### config.mk
export PLATFORM = sky130hd
export DESIGN_NAME = ahb_slave_interface
export DESIGN_NICKNAME = d
export VERILOG_FILES = /design/src/rtl/ahb_apb_pkg.sv /design/src/rtl/ahb_burst_tracker.sv /design/src/rtl/ahb_slave_interface.sv
export SDC_FILE = /design/constraint.sdc
export NUM_CORES = 1
export LEC_CHECK = 0
export ABC_AREA = 1
export BUFFER_PORTS_ARGS = -buffer_cell sky130_fd_sc_hd__buf_4
export CAP_MARGIN = 20
export CORE_ASPECT_RATIO = 1.5
export CORE_MARGIN = 1.5
export CORE_UTILIZATION = 46
export DETAILED_ROUTE_END_ITERATION = 10
export GPL_TIMING_DRIVEN = 0
export PLACE_DENSITY = 0.87
export SLEW_MARGIN = 10
export SYNTH_ARGS = -nofsm -noshare
export SYNTH_HDL_FRONTEND = slang
export SYNTH_SLANG_ARGS = --single-unit
### constraint.sdc
create_clock -name hclk -period 1.65 [get_ports hclk]
set_input_delay 0 -clock hclk [delete_from_list [all_inputs] [get_ports hclk]]
set_output_delay 0 -clock hclk [all_outputs]
set_load 0.05 [all_outputs]
### src/rtl/ahb_apb_pkg.sv
// rtl/ahb_apb_pkg.sv - shared AHB/APB bridge codes, defaults and burst helpers
package ahb_apb_pkg;

    localparam logic [1:0] HTRANS_IDLE   = 2'b00;
    localparam logic [1:0] HTRANS_BUSY   = 2'b01;
    localparam logic [1:0] HTRANS_NONSEQ = 2'b10;
    localparam logic [1:0] HTRANS_SEQ    = 2'b11;

    localparam logic [2:0] HBURST_SINGLE = 3'b000;
    localparam logic [2:0] HBURST_INCR   = 3'b001;
    localparam logic [2:0] HBURST_WRAP4  = 3'b010;
    localparam logic [2:0] HBURST_INCR4  = 3'b011;
    localparam logic [2:0] HBURST_WRAP8  = 3'b100;
    localparam logic [2:0] HBURST_INCR8  = 3'b101;
    localparam logic [2:0] HBURST_WRAP16 = 3'b110;
    localparam logic [2:0] HBURST_INCR16 = 3'b111;

    localparam logic [1:0] HRESP_OKAY  = 2'b00;
    localparam logic [1:0] HRESP_ERROR = 2'b01;

    localparam logic [2:0] HSIZE_WORD = 3'b010;

    localparam logic [31:0] DEFAULT_BASE_ADDR        = 32'h8000_0000;
    localparam int          DEFAULT_REGION_SIZE_LOG2 = 26;

    typedef enum logic [1:0] {
        ERR_IDLE = 2'b00,
        ERR_1    = 2'b01,
        ERR_2    = 2'b10
    } err_state_e;

    // Beats remaining after the NONSEQ beat; zero for SINGLE and INCR.
    function automatic logic [3:0] burst_beats(input logic [2:0] hburst);
        case (hburst)
            HBURST_WRAP4, HBURST_INCR4:   return 4'd3;
            HBURST_WRAP8, HBURST_INCR8:   return 4'd7;
            HBURST_WRAP16, HBURST_INCR16: return 4'd15;
            default:                      return 4'd0;
        endcase
    endfunction

    // Address bits allowed to change from beat to beat; all ones for incrementing bursts.
    function automatic logic [31:0] wrap_mask(input logic [2:0] hburst);
        case (hburst)
            HBURST_WRAP4:  return 32'h0000_000F;
            HBURST_WRAP8:  return 32'h0000_001F;
            HBURST_WRAP16: return 32'h0000_003F;
            default:       return 32'hFFFF_FFFF;
        endcase
    endfunction

endpackage

### src/rtl/ahb_burst_tracker.sv
// rtl/ahb_burst_tracker.sv - fixed-length burst beat counter with sticky protocol-violation flag
module ahb_burst_tracker
    import ahb_apb_pkg::*;
(
    input  logic        hclk,
    input  logic        hreset,
    input  logic [1:0]  htrans,
    input  logic [2:0]  hburst,
    input  logic [31:0] haddr,
    input  logic        hreadyin,
    input  logic        abort,
    output logic        burst_err
);

    logic [3:0]  cnt_q, cnt_d;
    logic [31:0] last_addr_q, last_addr_d;
    logic [2:0]  burst_q, burst_d;
    logic        bounded_q, bounded_d;
    logic        open_q, open_d;
    logic        err_q, err_d;
    logic [31:0] mask;
    logic [31:0] exp_addr;

    assign mask     = wrap_mask(burst_q);
    assign exp_addr = (last_addr_q & ~mask) | ((last_addr_q + 32'd4) & mask);

    always_comb begin
        cnt_d       = cnt_q;
        last_addr_d = last_addr_q;
        burst_d     = burst_q;
        bounded_d   = bounded_q;
        open_d      = open_q;
        err_d       = err_q;
        if (hreadyin) begin
            if (abort) begin
                // An errored access ends the burst without counting as a violation.
                cnt_d  = 4'd0;
                open_d = 1'b0;
            end else begin
                case (htrans)
                    HTRANS_NONSEQ: begin
                        if (cnt_q != 4'd0) err_d = 1'b1;
                        cnt_d       = burst_beats(hburst);
                        bounded_d   = (hburst != HBURST_SINGLE) && (hburst != HBURST_INCR);
                        burst_d     = hburst;
                        last_addr_d = haddr;
                        open_d      = 1'b1;
                    end
                    HTRANS_SEQ: begin
                        if (!open_q || (bounded_q && cnt_q == 4'd0) || haddr != exp_addr)
                            err_d = 1'b1;
                        if (cnt_q != 4'd0) cnt_d = cnt_q - 4'd1;
                        last_addr_d = haddr;
                    end
                    HTRANS_IDLE: begin
                        if (cnt_q != 4'd0) err_d = 1'b1;
                        cnt_d  = 4'd0;
                        open_d = 1'b0;
                    end
                    default: begin
                    end
                endcase
            end
        end
    end

    always_ff @(posedge hclk) begin
        if (hreset) begin
            cnt_q       <= 4'd0;
            last_addr_q <= 32'd0;
            burst_q     <= HBURST_SINGLE;
            bounded_q   <= 1'b0;
            open_q      <= 1'b0;
            err_q       <= 1'b0;
        end else begin
            cnt_q       <= cnt_d;
            last_addr_q <= last_addr_d;
            burst_q     <= burst_d;
            bounded_q   <= bounded_d;
            open_q      <= open_d;
            err_q       <= err_d;
        end
    end

    assign burst_err = err_q;

endmodule

### src/rtl/ahb_slave_interface.sv
// rtl/ahb_slave_interface.sv - AHB front end of the AHB-to-APB bridge: decode, pipelines, error response
module ahb_slave_interface
    import ahb_apb_pkg::*;
#(
    parameter int          NUM_SLAVES       = 3,
    parameter int          REGION_SIZE_LOG2 = DEFAULT_REGION_SIZE_LOG2,
    parameter logic [31:0] BASE_ADDR        = DEFAULT_BASE_ADDR
) (
    input  logic                  hclk,
    input  logic                  hreset,
    input  logic [1:0]            htrans,
    input  logic [2:0]            hburst,
    input  logic [2:0]            hsize,
    input  logic                  hwrite,
    input  logic                  hreadyin,
    input  logic [31:0]           haddr,
    input  logic [31:0]           hwdata,
    input  logic [31:0]           prdata,
    input  logic                  hr_readyout,
    output logic                  valid,
    output logic [NUM_SLAVES-1:0] temp_selx,
    output logic [31:0]           haddr1,
    output logic [31:0]           haddr2,
    output logic [31:0]           hwdata1,
    output logic [31:0]           hwdata2,
    output logic                  hwrite_reg,
    output logic                  hwrite_reg1,
    output logic [31:0]           hrdata,
    output logic                  hreadyout,
    output logic [1:0]            hresp,
    output logic                  burst_err
);

    logic [31:0] haddr1_q, haddr2_q, hwdata1_q, hwdata2_q;
    logic        hwrite1_q, hwrite2_q;
    err_state_e  state_q;
    logic [1:0]  hresp_q;
    logic        err_ready_q;
    logic [31:0] offset;
    logic [31:0] index;
    logic        active;
    logic        bad_access;

    assign offset = haddr - BASE_ADDR;
    assign index  = offset >> REGION_SIZE_LOG2;

    always_comb begin
        temp_selx = '0;
        for (int i = 0; i < NUM_SLAVES; i++) begin
            if (index == 32'(i)) temp_selx[i] = 1'b1;
        end
    end

    assign active     = hreadyin && (htrans == HTRANS_NONSEQ || htrans == HTRANS_SEQ);
    assign bad_access = active && ((temp_selx == '0) || (hsize != HSIZE_WORD) || (haddr[1:0] != 2'b00));
    assign valid      = active && !bad_access && (state_q == ERR_IDLE) && !hreset;

    always_ff @(posedge hclk) begin
        if (hreset) begin
            haddr1_q  <= 32'd0;
            haddr2_q  <= 32'd0;
            hwdata1_q <= 32'd0;
            hwdata2_q <= 32'd0;
            hwrite1_q <= 1'b0;
            hwrite2_q <= 1'b0;
        end else if (hreadyin) begin
            haddr1_q  <= haddr;
            haddr2_q  <= haddr1_q;
            hwdata1_q <= hwdata;
            hwdata2_q <= hwdata1_q;
            hwrite1_q <= hwrite;
            hwrite2_q <= hwrite1_q;
        end
    end

    // Two-cycle ERROR: stall the master in ERR1, release it in ERR2. Bad accesses seen in ERR2 are dropped.
    always_ff @(posedge hclk) begin
        if (hreset) begin
            state_q     <= ERR_IDLE;
            hresp_q     <= HRESP_OKAY;
            err_ready_q <= 1'b1;
        end else begin
            case (state_q)
                ERR_IDLE: begin
                    if (bad_access) begin
                        state_q     <= ERR_1;
                        hresp_q     <= HRESP_ERROR;
                        err_ready_q <= 1'b0;
                    end
                end
                ERR_1: begin
                    state_q     <= ERR_2;
                    err_ready_q <= 1'b1;
                end
                ERR_2: begin
                    state_q <= ERR_IDLE;
                    hresp_q <= HRESP_OKAY;
                end
                default: begin
                    state_q     <= ERR_IDLE;
                    hresp_q     <= HRESP_OKAY;
                    err_ready_q <= 1'b1;
                end
            endcase
        end
    end

    ahb_burst_tracker u_burst_tracker (
        .hclk      (hclk),
        .hreset    (hreset),
        .htrans    (htrans),
        .hburst    (hburst),
        .haddr     (haddr),
        .hreadyin  (hreadyin),
        .abort     (bad_access),
        .burst_err (burst_err)
    );

    assign haddr1      = haddr1_q;
    assign haddr2      = haddr2_q;
    assign hwdata1     = hwdata1_q;
    assign hwdata2     = hwdata2_q;
    assign hwrite_reg  = hwrite1_q;
    assign hwrite_reg1 = hwrite2_q;
    assign hrdata      = prdata;
    assign hresp       = hresp_q;
    assign hreadyout   = (state_q == ERR_IDLE) ? hr_readyout : err_ready_q;

endmodule

* Word level (Yosys, flattened, before mapping)
Cells that the tools add are included.
W data, S select, Z words.
** Operators by class
- Multiply operators :: 0
- Eq/ne operators :: 22
- $lt $le $gt $ge :: 0
- Bitwise operators :: 7
- Muxes and demuxes :: 19
- Div/mod/pow operators :: 0
- Reduce and logical (&&, ||, !) cells :: 38
- Shifts and indexed selects :: 0
- Add/subtract/negate cells :: 3
** Operators by type and width (number)
- $pmux W32 S3 :: 1
- $and A32 B32 Y32 :: 2
- $add A32 B3 Y32 const B :: 1
- $logic_not A32 Y1 :: 1
- $ne A32 B32 Y1 :: 1
- $not A32 Y32 :: 1
- $or A32 B32 Y32 :: 1
- $sub A32 B32 Y32 const B :: 1
- $pmux W4 S3 :: 2
- $eq A3 B3 Y1 const B :: 6
- $reduce_or A2 Y1 :: 5
- $eq A3 B2 Y1 const B :: 3
- $reduce_and A3 Y1 :: 3
- $mux W1 :: 8
- $mux W4 :: 2
- $pmux W2 S2 :: 2
- $reduce_bool A4 Y1 :: 2
- $logic_and A1 B1 Y1 :: 7
- $eq A2 B2 Y1 const B :: 3
- $eq A6 B1 Y1 const B :: 1
- $eq A6 B2 Y1 const B :: 1
- $ne A3 B2 Y1 const B :: 2
- $pmux W1 S2 :: 3
- $reduce_and A2 Y1 :: 3
- 15 further kinds :: 27
** Storage, ports and cells
- Latch bits :: 0
- Word-level logic and storage cells :: 104
- Bits of input ports :: 109
- Register bits after elaboration :: 177
- Bits in writable memories :: 0
- Memories kept :: 0
- Bits in read-only memories :: 0
- Output and inout port bits :: 170

* Logic depth before layout (Yosys ltp)
- Depth after elaboration :: 11
- Mapped depth :: 16
- Gate-level depth less buffers :: 16

* Modules after synthesis
From an unflattened synthesis, not the netlist that was laid out.
** Second synthesis, totals
- Cells, all modules :: 1149
- Area total of the unflattened synthesis :: 8070.2 um^2
** Modules (own cells, without submodules)
- ahb_slave_interface :: area an instance 4957.3 um^2, sequential area each 2682.6 um^2, cells each 634, times used 1
- ahb_burst_tracker :: area an instance 3113.0 um^2, sequential area each 840.8 um^2, cells each 515, times used 1

* Least setup slack after synthesis
No wires, ideal clock.
- Path type :: input port to output port
- Start point :: input port haddr[31]
- End point :: output port valid
- Path buffers :: 1
- Required time :: 1.650 ns
- Setup slack :: -0.336 ns
- Arrival :: 1.986 ns
- Cell stages on the path :: 9
- Path through :: inv_1 -> nor2_1 -> nand3_1 -> nand2_1 -> nand2_1 -> nor3_4 -> inv_1 -> clkbuf_1 -> nor3_1
** Between the ends
- Longest elaborated chain between the ends :: 11
- Elaborated cells on any way between the ends :: 15
- Classes of those cells :: add/sub: 1; eq/ne: 2; mux: 3; reduce/logical: 9
** RTL lines
- from (decl) :: RTL line ahb_slave_interface.sv:16 : input logic [31:0] haddr,
- $sub A32 B32 Y32 * :: RTL line ahb_slave_interface.sv:44 : assign offset = haddr - BASE_ADDR;
- $logic_not A32 Y1 (tied with other cells) :: RTL line ahb_slave_interface.sv:50 : if (index == 32'(i)) temp_selx[i] = 1'b1;
- $mux W1 :: RTL line ahb_slave_interface.sv:50
- $logic_not A3 Y1 * :: RTL line ahb_slave_interface.sv:55 : assign bad_access = active && ((temp_selx == '0) || (hsize != HSIZE_WORD) || (haddr[1:0] != 2'b00));
- $logic_or A1 B1 Y1 * (2 in a row) :: RTL line ahb_slave_interface.sv:55
- $logic_and A1 B1 Y1 * :: RTL line ahb_slave_interface.sv:55
- $logic_not A1 Y1 * :: RTL line ahb_slave_interface.sv:56 : assign valid = active && !bad_access && (state_q == ERR_IDLE) && !hreset;
- $logic_and A1 B1 Y1 * (3 in a row) :: RTL line ahb_slave_interface.sv:56
- to (decl) :: RTL line ahb_slave_interface.sv:20 : output logic valid,
Every way passes the cells marked *; elsewhere a longest branch is shown, timed or not.

* Worst setup path after layout
- Start point :: register u_burst_tracker.burst_q[1]
- End point :: register u_burst_tracker.err_q, in the netlist u_burst_tracker.burst_err
** Between the ends
- Longest elaborated chain between the ends :: 9
- Elaborated cells on any way between the ends :: 12
- Classes of those cells :: eq/ne: 5; mux: 1; bitwise: 4; reduce/logical: 2
** RTL lines
- from (decl) :: RTL line ahb_burst_tracker.sv:17 : logic [2:0] burst_q, burst_d;
- from (signal assigned) :: RTL line ahb_burst_tracker.sv:78 : burst_q <= burst_d;
- $eq A3 B3 Y1 / $eq A3 B2 Y1 (equally long branches) :: RTL line ahb_apb_pkg.sv:44 : case (hburst)
- $pmux W32 S3 * :: RTL line ahb_apb_pkg.sv:44
- $not A32 Y32 :: RTL line ahb_burst_tracker.sv:25 : assign exp_addr = (last_addr_q & ~mask) | ((last_addr_q + 32'd4) & mask);
- $and A32 B32 Y32 :: RTL line ahb_burst_tracker.sv:25
- $or A32 B32 Y32 * :: RTL line ahb_burst_tracker.sv:25
- $ne A32 B32 Y1 * :: RTL line ahb_burst_tracker.sv:50 : if (!open_q || (bounded_q && cnt_q == 4'd0) || haddr != exp_addr)
- $logic_or A1 B1 Y1 * :: RTL line ahb_burst_tracker.sv:50
- $ne A2 B1 Y1 (no source line) *
- $reduce_and A5 Y1 (no source line) *
- to (signal assigned) :: RTL line ahb_burst_tracker.sv:81 : err_q <= err_d;
- to (decl) :: RTL line ahb_burst_tracker.sv:20 : logic err_q, err_d;
Marked as above.
A chain may end at the register's enable or synchronous reset.

==> summary.txt <==
# setup viols final = 1
Mapped cell area = 8050 µm²
CTS root buffer = clkbuf_16
CTS tree = yes
Initial antenna violation count = 0
H-tree levels = 4
I/O pins = 279
Detailed Place HPWL = 20,400 µm
Internal = 7.68 mW
Remaining antenna violation count = 0
Initial Util = 46.6%
Asr flop ratio synth = 0%
Hold Violations, Final = 0
Highest routed metal layer = met4
Avg Inst Size Synth = 7.13 µm²
Clock Skews = 10.3 ps
Overall fraction of global-route tracks in use = 29.4%
Register area = 3540 µm²
Leakage dissipation = 5.38 nW
Cell family with most CP delay = simple AND/OR/NAND/NOR gates
Clk Latency, worst-skew pair = 420 ps
Final core occ = 67.5%
Slowest-stage cell, CP = dfxtp_4
Worst hold path type = primary input to flop
Critical Path, Cell by Cell = o21ai_4 -> nand3_4 -> inv_1 -> nand3b_1 -> nand2_1 -> nand2_1 -> nor2_1 -> nand2_1 -> nor2_2 -> nand3_2 -> o21bai_1 -> a21oi_1
Setup total negative slack = -342 ps
Worst setup path class = flop to flop
Met2 routed WL = 14,600 µm
RSZ-0062 raised after global routing = true
Max Fclk = 0.502 GHz
Count leader, synth = nor2_1
Leading area contributor after synthesis = dfxtp_1
Clk pwr share = 37.3%
Setup WS post-layout = -342 ps
DR pass1 iterations = 5
CP Launch Type = flop
Crit path DAT = 2270 ps
Final Max Slew Viols = 0
Failing checks = negative setup slack
Initial detailed-routing violation count = 524
Number of remaining DRC errors = 0
Share of cells above drive strength 1 = 26.0%
Post-DP Area = 10,200 µm²
WP buf/inv = 1
WL per Instance = 16.7 µm
Congestion Overflow GR = 0
VDD IR max = 1.04 mV
Synth cell count leaders = 301 x nor2_1, 176 x dfxtp_1, 164 x o21ai_0
Layout Cells excl Fill = 1,696
CP required = 1930 ps
I/O Buffers = 245
Die height = 165 µm
Die W = 111 µm
Fillers = 1,363
First-pass GRT wire length = 42,800 µm
Yosys Warn Count = 0
Max FO, Critical Path = 5
Detailed Route WL = 28,300 µm
Post-route cell area = 11,700 µm²
Maxcap violations = 0
Post-synth top flop = dfxtp_1
Max clock buf depth = 2
Die ar. = 18,300 µm²
Combinational share of power = 21.9%
Metal3 WL = 2280 µm
Via count = 8,964
Number of synthesized register bits = 176
Highest cell delay on the worst timing path = 370 ps
Sw power = 3.76 mW
Multi-input logic area = 3850 µm²
Status = complete, but fails checks
Core footprint = 17,300 µm²
Slew @ Worst Pin = 706 ps
Post-synth top area share = 43.8%
CTS Sinks = 176
Post-synth cell types = 40
Num rows = 59
Nets = 1,586
Pwr Total = 11.4 mW
Vias/cell = 5.29
Area grow syn2layout = 44.8%
Vias in the first global route = 8,699
Crit. End Element = flop
EDFF count, synth = 0
PwrDens = 982 nW/µm²
Seq/Total Area, Yosys = 43.8%
Gate Count Post-Synth = 1,128
Cells after DPL = 1,586
Antenna Cells = 0
CTS buffer count = 17
Length of routed wiring on met1 = 9700 µm
Synthesized Nets = 1,244
Most used cell along the critical path = nand2_1
Synth top area cells = dfxtp_1 44%, nor2_1 14%, o21ai_0 10%, nand2_1 6.3%, inv_1 3.5%
Sequential share of power = 40.8%
Final min period = 1990 ps
Clock Pin Slew Worst Setup and Hold Paths = 80 ps
Net Sw Frac = 32.9%
Largest net degree at the start of global routing = 19
Placer congestion estimate = 0.915
Final Cycle Share = 121%
Slew headroom = 53.0%
[path summary, 6_finish.rpt]
path	startpoint	to	slack (ps)	cells after the start
hold reg to reg	u_burst_tracker.burst_err$_SDFFE_PP0P_	u_burst_tracker.burst_err$_SDFFE_PP0P_	450	2
setup reg to reg	u_burst_tracker.burst_q[1]$_SDFFE_PP0P_	u_burst_tracker.burst_err$_SDFFE_PP0P_	-340	12
hold / removal	htrans[0]	u_burst_tracker.open_q$_SDFFE_PP0P_	80	4
setup / recovery	u_burst_tracker.burst_q[1]$_SDFFE_PP0P_	u_burst_tracker.burst_err$_SDFFE_PP0P_	-340	12
[power groups by stage]
| stage | logic (mW) | clock network, mW | registers, mW |
|---|---|---|---|
| floorplan | 0.765 | 0 | 5.46 |
| global placement | 2.28 | 0 | 4.74 |
| detailed placement | 2.31 | 0 | 4.75 |
| CTS | 2.47 | 4.25 | 4.65 |
| global route | 2.64 | 4.43 | 4.68 |
| finish | 2.51 | 4.27 | 4.67 |
[worst register-to-register path: cells and delay by family, from the launching register on]
family          cells  cell delay, ps
simple gates        8             850
compound gates      3             520
flops               1             370
buf+inv             1             100
[through the flow]
stage	hold slack, ps	worst slack (ps)
2_1_floorplan	89.6	8.19
3_3_place_gp	219	-354
3_5_place_dp	228	-376
4_1_cts	69.2	-281
5_1_grt	96.5	-455
6_report	75.5	-342
[layout by cell type (no fill, tap or decap), types with 8 or more instances in the layout]
| cell | n |
|---|---|
| clkbuf_1 | 48 |
| nor2_1 | 299 |
| clkbuf_16 | 17 |
| inv_2 | 8 |
| a21oi_1 | 39 |
| dfxtp_2 | 8 |
| nand3_1 | 27 |
| nand2_1 | 135 |
| buf_4 | 283 |
| o21ai_0 | 164 |
| nor2_2 | 9 |
| nor2_4 | 12 |
| xor2_1 | 15 |
| dlygate4sd3_1 | 69 |
| dfxtp_1 | 167 |
| inv_1 | 72 |
| nand4_1 | 9 |
[what timing repair did]
item                                    4_1_cts  5_1_grt
endpoints found under the setup margin        2       18
resized for setup                            24        7
buffers inserted                              7        2
pin swaps                                    10        5
endpoints found under the hold margin        99        0
hold buffers                                 69        0
[routing by layer]
metal	up-vias	global-route usage, %
met4	0	19.2
li1	4262	-
met2	488	55.1
met1	4092	28.5
met5	-	0
met3	122	7.45
[cell families (layout without fill, tap and decap cells)]
kind of cell | Yosys count | count (layout) | synth area share, %
other cells | 1 | 1 | 0.0466
simple gates | 530 | 530 | 28.7
fa+ha+maj | 7 | 7 | 1.09
buf+inv | 167 | 522 | 9.35
compound gates | 226 | 226 | 14.8
xor+xnor | 21 | 21 | 2.29
flops | 176 | 176 | 43.8
[layout make-up]
| class | count | share of cell area [%] |
|---|---|---|
| clock inverter | 14 | 1.55 |
| tap | 213 | 2.29 |
| sequential | 176 | 30.4 |
| buffer | 86 | 3.93 |
| timing repair buffer | 323 | 22.4 |
| clock buffer | 18 | 3.77 |
| inverter | 81 | 2.61 |
| multi-input combinational | 785 | 33.1 |
Power figures use the tool's default switching activity.
